===== src/rtl/cp0_irq_vec_pkg.sv =====
// Shared CP0 definitions: operation codes, register addresses, STATUS/CAUSE field positions
// and the redirect target helper.
package cp0_irq_vec_pkg;

  typedef enum logic [1:0] {
    OP_NONE = 2'b00,
    OP_MFC0 = 2'b01,
    OP_MTC0 = 2'b10,
    OP_ERET = 2'b11
  } cp0_op_e;

  localparam logic [4:0] REG_STATUS = 5'd12;
  localparam logic [4:0] REG_CAUSE  = 5'd13;
  localparam logic [4:0] REG_EPC    = 5'd14;
  localparam logic [4:0] REG_BASE   = 5'd15;

  localparam int ST_IE  = 0;
  localparam int ST_EXL = 1;
  localparam int ST_VEC = 2;
  localparam int IM_LSB = 8;
  localparam int IP_LSB = 8;
  localparam int CODE_W = 4;

  // Non-vectored dispatch always lands on BASE; vectored dispatch spaces slots by 2**shift bytes.
  function automatic logic [31:0] vec_target(input logic [31:0] base,
                                             input logic [CODE_W-1:0] idx,
                                             input logic vec,
                                             input int shift);
    return vec ? base + (32'(idx) << shift) : base;
  endfunction

endpackage


===== src/rtl/cp0_irq_vec_line_sync.sv =====
// One interrupt line: synchroniser chain, then either a level pass-through or a
// rising-edge pending flop with write-one-to-clear (a same-cycle set beats the clear).
module cp0_irq_vec_line_sync #(
  parameter int SYNC_STAGES = 2,
  parameter bit EDGE        = 1'b0
) (
  input  logic clk,
  input  logic rst,
  input  logic ir_in,
  input  logic clr,
  output logic ip
);

  logic [SYNC_STAGES-1:0] sync_q;

  always_ff @(posedge clk or posedge rst) begin
    if (rst) sync_q <= '0;
    else     sync_q <= {sync_q[SYNC_STAGES-2:0], ir_in};
  end

  if (EDGE) begin : g_edge
    logic prev_q;
    logic pend_q;

    always_ff @(posedge clk or posedge rst) begin
      if (rst) begin
        prev_q <= 1'b0;
        pend_q <= 1'b0;
      end else begin
        prev_q <= sync_q[SYNC_STAGES-1];
        pend_q <= (sync_q[SYNC_STAGES-1] & ~prev_q) | (pend_q & ~clr);
      end
    end

    assign ip = pend_q;
  end else begin : g_level
    // Level lines have no storage, so a clear request has nothing to act on.
    logic unused_clr;
    assign unused_clr = clr;
    assign ip = sync_q[SYNC_STAGES-1];
  end

endmodule


===== src/rtl/cp0_irq_vec.sv =====
// CP0 with IRQ_NUM external interrupt lines: per-line mask and mode, fixed priority
// (line 0 highest), optional vectored dispatch, EPC/ERET handling.
module cp0_irq_vec
  import cp0_irq_vec_pkg::*;
#(
  parameter int                 IRQ_NUM     = 8,
  parameter logic [IRQ_NUM-1:0] IRQ_EDGE    = '0,
  parameter int                 VEC_SHIFT   = 5,
  parameter logic [31:0]        RESET_BASE  = 32'h0000_0020,
  parameter int                 SYNC_STAGES = 2
) (
  input  logic               clk,
  input  logic               rst,
  input  logic [1:0]         oper,
  input  logic [4:0]         addr_r,
  output logic [31:0]        data_r,
  input  logic [4:0]         addr_w,
  input  logic [31:0]        data_w,
  input  logic               ir_en,
  input  logic [IRQ_NUM-1:0] ir_in,
  input  logic [31:0]        ret_addr,
  output logic               jump_en,
  output logic [31:0]        jump_addr,
  output logic [3:0]         irq_idx
);

  logic               ie;
  logic               exl;
  logic               vec;
  logic [IRQ_NUM-1:0] im;
  logic [31:0]        epc;
  logic [31:0]        base;

  logic [IRQ_NUM-1:0] ip;
  logic [IRQ_NUM-1:0] clr;
  logic [IRQ_NUM-1:0] active;
  logic [3:0]         win_idx;
  logic               is_eret;
  logic               is_mtc0;
  logic               wr_status;
  logic               wr_cause;
  logic               wr_epc;
  logic               wr_base;
  logic               take;
  logic [31:0]        status_word;
  logic [31:0]        cause_word;

  assign is_eret   = (oper == OP_ERET);
  assign is_mtc0   = (oper == OP_MTC0);
  assign wr_status = is_mtc0 && (addr_w == REG_STATUS);
  assign wr_cause  = is_mtc0 && (addr_w == REG_CAUSE);
  assign wr_epc    = is_mtc0 && (addr_w == REG_EPC);
  assign wr_base   = is_mtc0 && (addr_w == REG_BASE);

  assign clr = wr_cause ? data_w[IP_LSB +: IRQ_NUM] : '0;

  for (genvar i = 0; i < IRQ_NUM; i++) begin : g_line
    cp0_irq_vec_line_sync #(
      .SYNC_STAGES (SYNC_STAGES),
      .EDGE        (IRQ_EDGE[i])
    ) u_line (
      .clk   (clk),
      .rst   (rst),
      .ir_in (ir_in[i]),
      .clr   (clr[i]),
      .ip    (ip[i])
    );
  end

  assign active = ip & im;

  // Scan from the top so the lowest active index is the one left standing.
  always_comb begin
    win_idx = '0;
    for (int i = IRQ_NUM - 1; i >= 0; i--) begin
      if (active[i]) win_idx = 4'(i);
    end
  end

  // ERET suppresses a take on the same edge; the line is looked at again next cycle.
  assign take = ir_en && ie && !exl && (|active) && !is_eret;

  always_ff @(posedge clk or posedge rst) begin
    if (rst) begin
      ie        <= 1'b0;
      exl       <= 1'b0;
      vec       <= 1'b0;
      im        <= '0;
      epc       <= '0;
      base      <= RESET_BASE;
      irq_idx   <= '0;
      jump_en   <= 1'b0;
      jump_addr <= '0;
    end else begin
      if (wr_status) begin
        ie  <= data_w[ST_IE];
        exl <= data_w[ST_EXL];
        vec <= data_w[ST_VEC];
        im  <= data_w[IM_LSB +: IRQ_NUM];
      end
      if (wr_epc)  epc  <= data_w;
      if (wr_base) base <= data_w;
      if (is_eret) exl  <= 1'b0;
      // Hardware take overrides a software write to EXL/EPC on the same edge.
      if (take) begin
        exl     <= 1'b1;
        epc     <= ret_addr;
        irq_idx <= win_idx;
      end
      jump_en <= take | is_eret;
      if (is_eret)   jump_addr <= epc;
      else if (take) jump_addr <= vec_target(base, win_idx, vec, VEC_SHIFT);
      else           jump_addr <= '0;
    end
  end

  always_comb begin
    status_word = '0;
    status_word[ST_IE]  = ie;
    status_word[ST_EXL] = exl;
    status_word[ST_VEC] = vec;
    status_word[IM_LSB +: IRQ_NUM] = im;

    cause_word = '0;
    cause_word[IP_LSB +: IRQ_NUM] = ip;
    cause_word[CODE_W-1:0] = irq_idx;

    data_r = '0;
    case (addr_r)
      REG_STATUS: data_r = status_word;
      REG_CAUSE:  data_r = cause_word;
      REG_EPC:    data_r = epc;
      REG_BASE:   data_r = base;
      default:    data_r = '0;
    endcase
  end

endmodule


===== config.mk =====
export PLATFORM = sky130hd
export DESIGN_NAME = cp0_irq_vec
export DESIGN_NICKNAME = d
export VERILOG_FILES = /design/src/rtl/cp0_irq_vec_pkg.sv /design/src/rtl/cp0_irq_vec_line_sync.sv /design/src/rtl/cp0_irq_vec.sv
export SDC_FILE = /design/constraint.sdc
export NUM_CORES = 1
export LEC_CHECK = 0
export BUFFER_PORTS_ARGS = -buffer_cell sky130_fd_sc_hd__buf_4
export CORE_ASPECT_RATIO = 1.2
export CORE_MARGIN = 2
export CORE_UTILIZATION = 45
export CTS_CLUSTER_DIAMETER = 30
export DETAILED_ROUTE_END_ITERATION = 16
export PLACE_DENSITY = 0.76
export SYNTH_ARGS = -nofsm -noshare
export SYNTH_HDL_FRONTEND = slang
export SYNTH_SLANG_ARGS = --single-unit
export TNS_END_PERCENT = 100

===== constraint.sdc =====
create_clock -name clk -period 4.61 [get_ports clk]
set_input_delay 0.2305 -clock clk [delete_from_list [all_inputs] [get_ports clk]]
set_output_delay 0.2305 -clock clk [all_outputs]
set_load 0.03 [all_outputs]

* Word level (Yosys, flattened, before mapping) *
Cells that the tools add are included.

word-level totals
  register bits after elaboration = 128
  output and inout port bits = 69
  word-level logic and storage cells = 58

cells by class
  $add $sub $neg = 1
  eq/ne operators = 9
  multiplexer cells = 17
  bitwise gates (word level) = 2
  reductions and logical operators = 12

operators with widths
  operator            count
  $mux 32             5
  $pmux 32 s4         1
  $eq 5x4->1 const B  7
  $add 32x9->32       1
  $mux 4              6
  $and 8x8->8         1
  $reduce_or 8->1     1
  $logic_and 1x1->1   7
  $mux 3              2
  $eq 2x2->1 const B  2
  $mux 1              3
  $reduce_bool 3->1   1
  $logic_not 1->1     2
  $reduce_bool 2->1   1
  $or 1x1->1          1

* Logic depth before layout (Yosys ltp) *
  depth after elaboration = 13
  depth in mapped cells = 12
  depth with buffers taken out = 12

* Hierarchy *
A second synthesis with hierarchy kept.

unflattened totals
  cell total of the unflattened synthesis = 599
  area total of the unflattened synthesis = 6307.3 sq um

by module, submodules not included
  module                 instances  cells each  area an instance (sq um)
  cp0_irq_vec            1          575         5876.9
  cp0_irq_vec_line_sync  8          3           53.8

* Least setup slack after synthesis *
Ideal clock, no wire load.

  path kind = reg-to-reg
  start = reg im[6]
  end = reg jump_addr[23]
  setup time = 0.095 ns
  arrival time = 2.455 ns
  slack = 2.060 ns
  cell stages (with the launch flop) = 13
  buffers on the path = 0
  path through = dfrtp_1 -> nand2_1 -> a32o_1 -> a22oi_1 -> o21ai_0 -> ha_1 -> inv_1 -> fa_1 -> nand2b_1 -> a21boi_1 -> nand4_1 -> xor2_1 -> o31ai_1

on the way
  longest elaborated chain between the ends = 12
  elaborated cells on any way between the ends = 15
  classes of those cells = add/sub: 1; mux: 10; bitwise: 1; reduce/logical: 3

RTL lines
  element                 line                   RTL
  from (decl)             cp0_irq_vec.sv:30      logic [IRQ_NUM-1:0] im;
  from (signal assigned)  cp0_irq_vec.sv:99      im <= data_w[IM_LSB +: IRQ_NUM];
  $and 8x8->8             cp0_irq_vec.sv:70      assign active = ip & im;
  $mux 3                  cp0_irq_vec.sv:76      if (active[i]) win_idx = 4'(i);
  $mux 4 (6 in a row)     cp0_irq_vec.sv:76
  named net win_idx[0]    cp0_irq_vec.sv:37      logic [3:0] win_idx;
  $add 32x9->32           cp0_irq_vec_pkg.sv:29  return vec ? base + (32'(idx) << shift) : base;
  $mux 32                 cp0_irq_vec_pkg.sv:29
  $mux 32                 cp0_irq_vec.sv:112     else if (take) jump_addr <= vec_target(base, win_idx, vec, VEC_SHIFT);
  $mux 32                 cp0_irq_vec.sv:111     if (is_eret) jump_addr <= epc;
  to (signal assigned)    cp0_irq_vec.sv:111
  to (signal assigned)    cp0_irq_vec.sv:112
  to (decl)               cp0_irq_vec.sv:23      output logic [31:0] jump_addr,

The timed path passes the listed nets, and every way through them passes these cells.
A chain may end at the register's enable or synchronous reset.

* Worst setup path after layout *
  start = reg im[6]
  end = reg jump_addr[25]

Same word-level chain as after synthesis.

==> flow_metrics.py <==
metrics = {
    "clock_network": {
        "post_cts_buffers": 0,
        "cts_htree_levels": 4,
        "ctsRootBufferMaster": "clkbuf_16",
        "cts_buffers": 17,
        "cts_sinks": 127,
        "clockBufferDepth": 2,
        "clk_pin_slew_ns": 0.06,
        "cts_resized": 0,
        "hold_buffers": 9,
        "clk-insertion-delay-late_ns": 0.41,
        "cts_tree": "done",
    },
    "synth": {
        "syn_inst": 585,
        "ys_ff_latch": 127,
        "synth_seq_area_share_pct": 50.39,
        "synthFlopType": "dfrtp_1",
        "avgSynthCellArea_um2": 10.79,
        "synth_top_area_share_pct": 49.97,
        "synthArstFlopShare_pct": 100.0,
        "synth_area_leaders": "dfrtp_1 50%, mux2i_1 11%, mux2_2 7.7%",
        "yosys_warnings": 0,
        "synth_fp_nets": 676,
        "yosysTopAreaCell": "dfrtp_1",
        "synth_area_um2": 6310,
        "ys_types": 46,
        "synth-edff-count": 0,
    },
    "worst_setup_path": {
        "worst_setup_path_start_kind": "flip-flop",
        "crit_path_end_kind": "flip-flop",
        "cp_max_fo": 7,
        "worstPathRequired_ns": 4.91,
        "r2r_start": "im[6]",
        "cpPeakStageDelay_ns": 0.50,
        "cp_slowest_cell": "a21boi_1",
        "crit_chain": "nand2_1, a32o_1, a22oi_1, o21ai_0, ha_1, inv_1, fa_1, nand2b_1, a21boi_1, nand4_1, xor2_1, o31ai_1",
        "startpoint": "im[6]",
        "path_class": "reg -> reg",
        "critPathArrivalTime_ns": 3.55,
    },
    "outcome": {
        "status": "finished clean",
    },
    "routing": {
        "drcViolationCount": 0,
        "via_per_inst": 5.573,
        "wl_per_cell_um": 18.44,
        "dr_total_vias": 5138,
        "drt_iter0_drc": 253,
        "ant_nets": 0,
        "drtPass1Iterations": 5,
        "postRouteWirelength_um": 17010,
    },
    "floorplanning": {
        "start_util_pct": 45.85,
        "die_w_um": 112.1,
        "io_pins": 156,
        "die_y_um": 133.7,
        "rows": 47,
        "dieArea_um2": 14990,
        "core_area_um2": 13760,
    },
    "power_and_ir_drop": {
        "internal_power_uw": 2625,
        "p_leak_uw": 0.003789,
        "pwr-share-clk_pct": 36.0,
        "pwr-share-comb_pct": 22.3,
        "sequentialPowerShare_pct": 41.8,
        "power.density_nw_per_um2": 463.1,
        "peakVddDrop_mv": 0.2339,
        "power_switching_share_pct": 31.46,
        "p_switching_uw": 1205,
    },
    "sta": {
        "final.min_clock_period_ns": 3.253,
        "fin_skew_ns": 0.007059,
        "rsz0062_at_grt": "false",
        "slew_headroom_pct": 15.90,
        "slew_viol_final": 0,
        "finalCritPeriodShare_pct": 70.56,
        "hold_viol": 0,
        "finalSetupViolations": 0,
        "fin_tns_setup_ns": 0,
        "clock.fmax_ghz": 0.3074,
        "worst_slew_pin_slew_ns": 1.252,
    },
    "grt": {
        "groute.usage.overall_pct": 22.76,
        "grt_max_degree": 91,
        "first_global_vias": 5316,
        "grt-ovfl-total": 0,
        "grt_pass1_wl_um": 27070,
        "antenna_found_initial": 0,
    },
    "layout": {
        "finalNetCount": 829,
        "final_area_um2": 8269,
        "layout_common_cells": "161 x buf_4, 126 x dfrtp_1, 67 x mux2i_1",
        "stdcell_count": 922,
        "final_common_cell": "buf_4",
        "antenna_cells": 0,
        "final_util_pct": 60.09,
        "syn2layout_area_growth_pct": 31.05,
        "fillers": 1164,
        "drive_gt1_share_pct": 35.69,
    },
    "place": {
        "dpl_cell_area_um2": 7570,
        "dp_cells": 881,
        "io_buffers": 154,
        "gp_congestion": 0.7982,
        "dp_hpwl_um": 11630,
    },
    "hold_path": {
        "hold_class": "in -> reg",
        "hold_path_startpoint": "data_w[6]",
    },
    "flow_run": {
        "drv_cap": 0,
    },
}
logic make-up (layout without fill, tap and decap cells):
logic type               after synthesis  after routing  share of synthesized area (%)
AND/OR/NAND/NOR                      172            172                          12.97
adder cells (fa/ha/maj)                4              4                         0.9122
buffers and inverters                 42            208                          3.292
XOR/XNOR                              25             25                          3.470
flip-flops                           127            127                          50.39
multiplexers                         110            110                          18.30
other                                  1              1                        0.05943
AO/OA/AOI/OAI                        104            104                          10.61
routing by layer:
layer	vias up	part of all wire, %	routed length (µm)	global-route usage (%)
met5	-	0	0	0
met4	0	2.0	336	8.130
met3	32	4.6	785	4.777
met2	166	52	8867	39.36
met1	2577	41	7016	28.23
li1	2363	-	-	-
state kept, by name, summed over array words and instances, names as in the netlist:
signal	cells
base	32
epc	32
exl	1
g_line.u_line.sync_q	16
ie	1
im	8
irq_idx	3
jump_addr	32
jump_en	1
vec	1
cell type report:
| cell class | instances | area, µm² | share of cell area, % |
|---|---|---|---|
| flip-flops and latches | 127 | 3179 | 38.45 |
| inverters | 6 | 25.02 | 0.3026 |
| well taps | 171 | 214.0 | 2.587 |
| clock buffers | 17 | 425.4 | 5.145 |
| clock inverters | 15 | 183.9 | 2.224 |
| repair buffers | 170 | 1299 | 15.71 |
| multi-input cells | 416 | 2943 | 35.59 |
power by group through the flow:
stage               registers [µW]  logic (µW)  clock network, µW
floorplan                     1630         493                  0
global placement              1590         817                  0
detailed placement            1610         848                  0
CTS                           1590         859               1390
global route                  1630         926               1440
finish                        1600         853               1380
synth_stat cells, types with 2 or more instances:
library cell  instances
xor2_1               20
nor3_2                2
and2_1                2
nand4_1              13
buf_4                 3
nand3_1              10
nor4_1                2
a22oi_1              16
mux2_2               43
and3_1                4
nand4b_1              4
xnor2_1               5
nand2_1              65
o21ai_0              37
buf_6                 3
o31ai_1               4
clkbuf_1             17
ha_1                  3
a21oi_1              15
buf_2                12
o21ai_1               6
inv_1                 6
nor2_1               57
nor3_1                4
mux2i_1              67
dfrtp_1             126
a21oi_2              20
final timing paths:
path | slack, ns | end | cells after the start
max | 1.36 | jump_addr[25] | 12
min in group asynchronous | 0.39 | epc[29] | 3
min reg2reg | 0.35 | g_line[5].u_line.sync_q[1] | 0
min | 0.04 | base[6] | 3
max in group asynchronous | 3.17 | jump_addr[25] | 4
max reg2reg | 1.36 | jump_addr[25] | 12
worst max-delay path: cells and delay by family (launching register included):
kind / cells / cell delay (ns)
compound gates: 5 / 1.33
buf+inv: 1 / 0.06
fa+ha+maj: 2 / 0.66
xor+xnor: 1 / 0.17
flops: 1 / 0.42
simple gates: 3 / 0.50
through the flow:
stage	hold WS, ns	setup WS (ns)	total power, µW
3_3_place_gp	0.2855	1.658	2411
4_1_cts	0.03822	1.430	3842
5_1_grt	0.04811	1.248	3999
3_5_place_dp	0.2927	1.472	2458
6_report	0.04308	1.357	3829
2_1_floorplan	0.2619	0.9969	2123
Power figures use the tool's default switching activity.
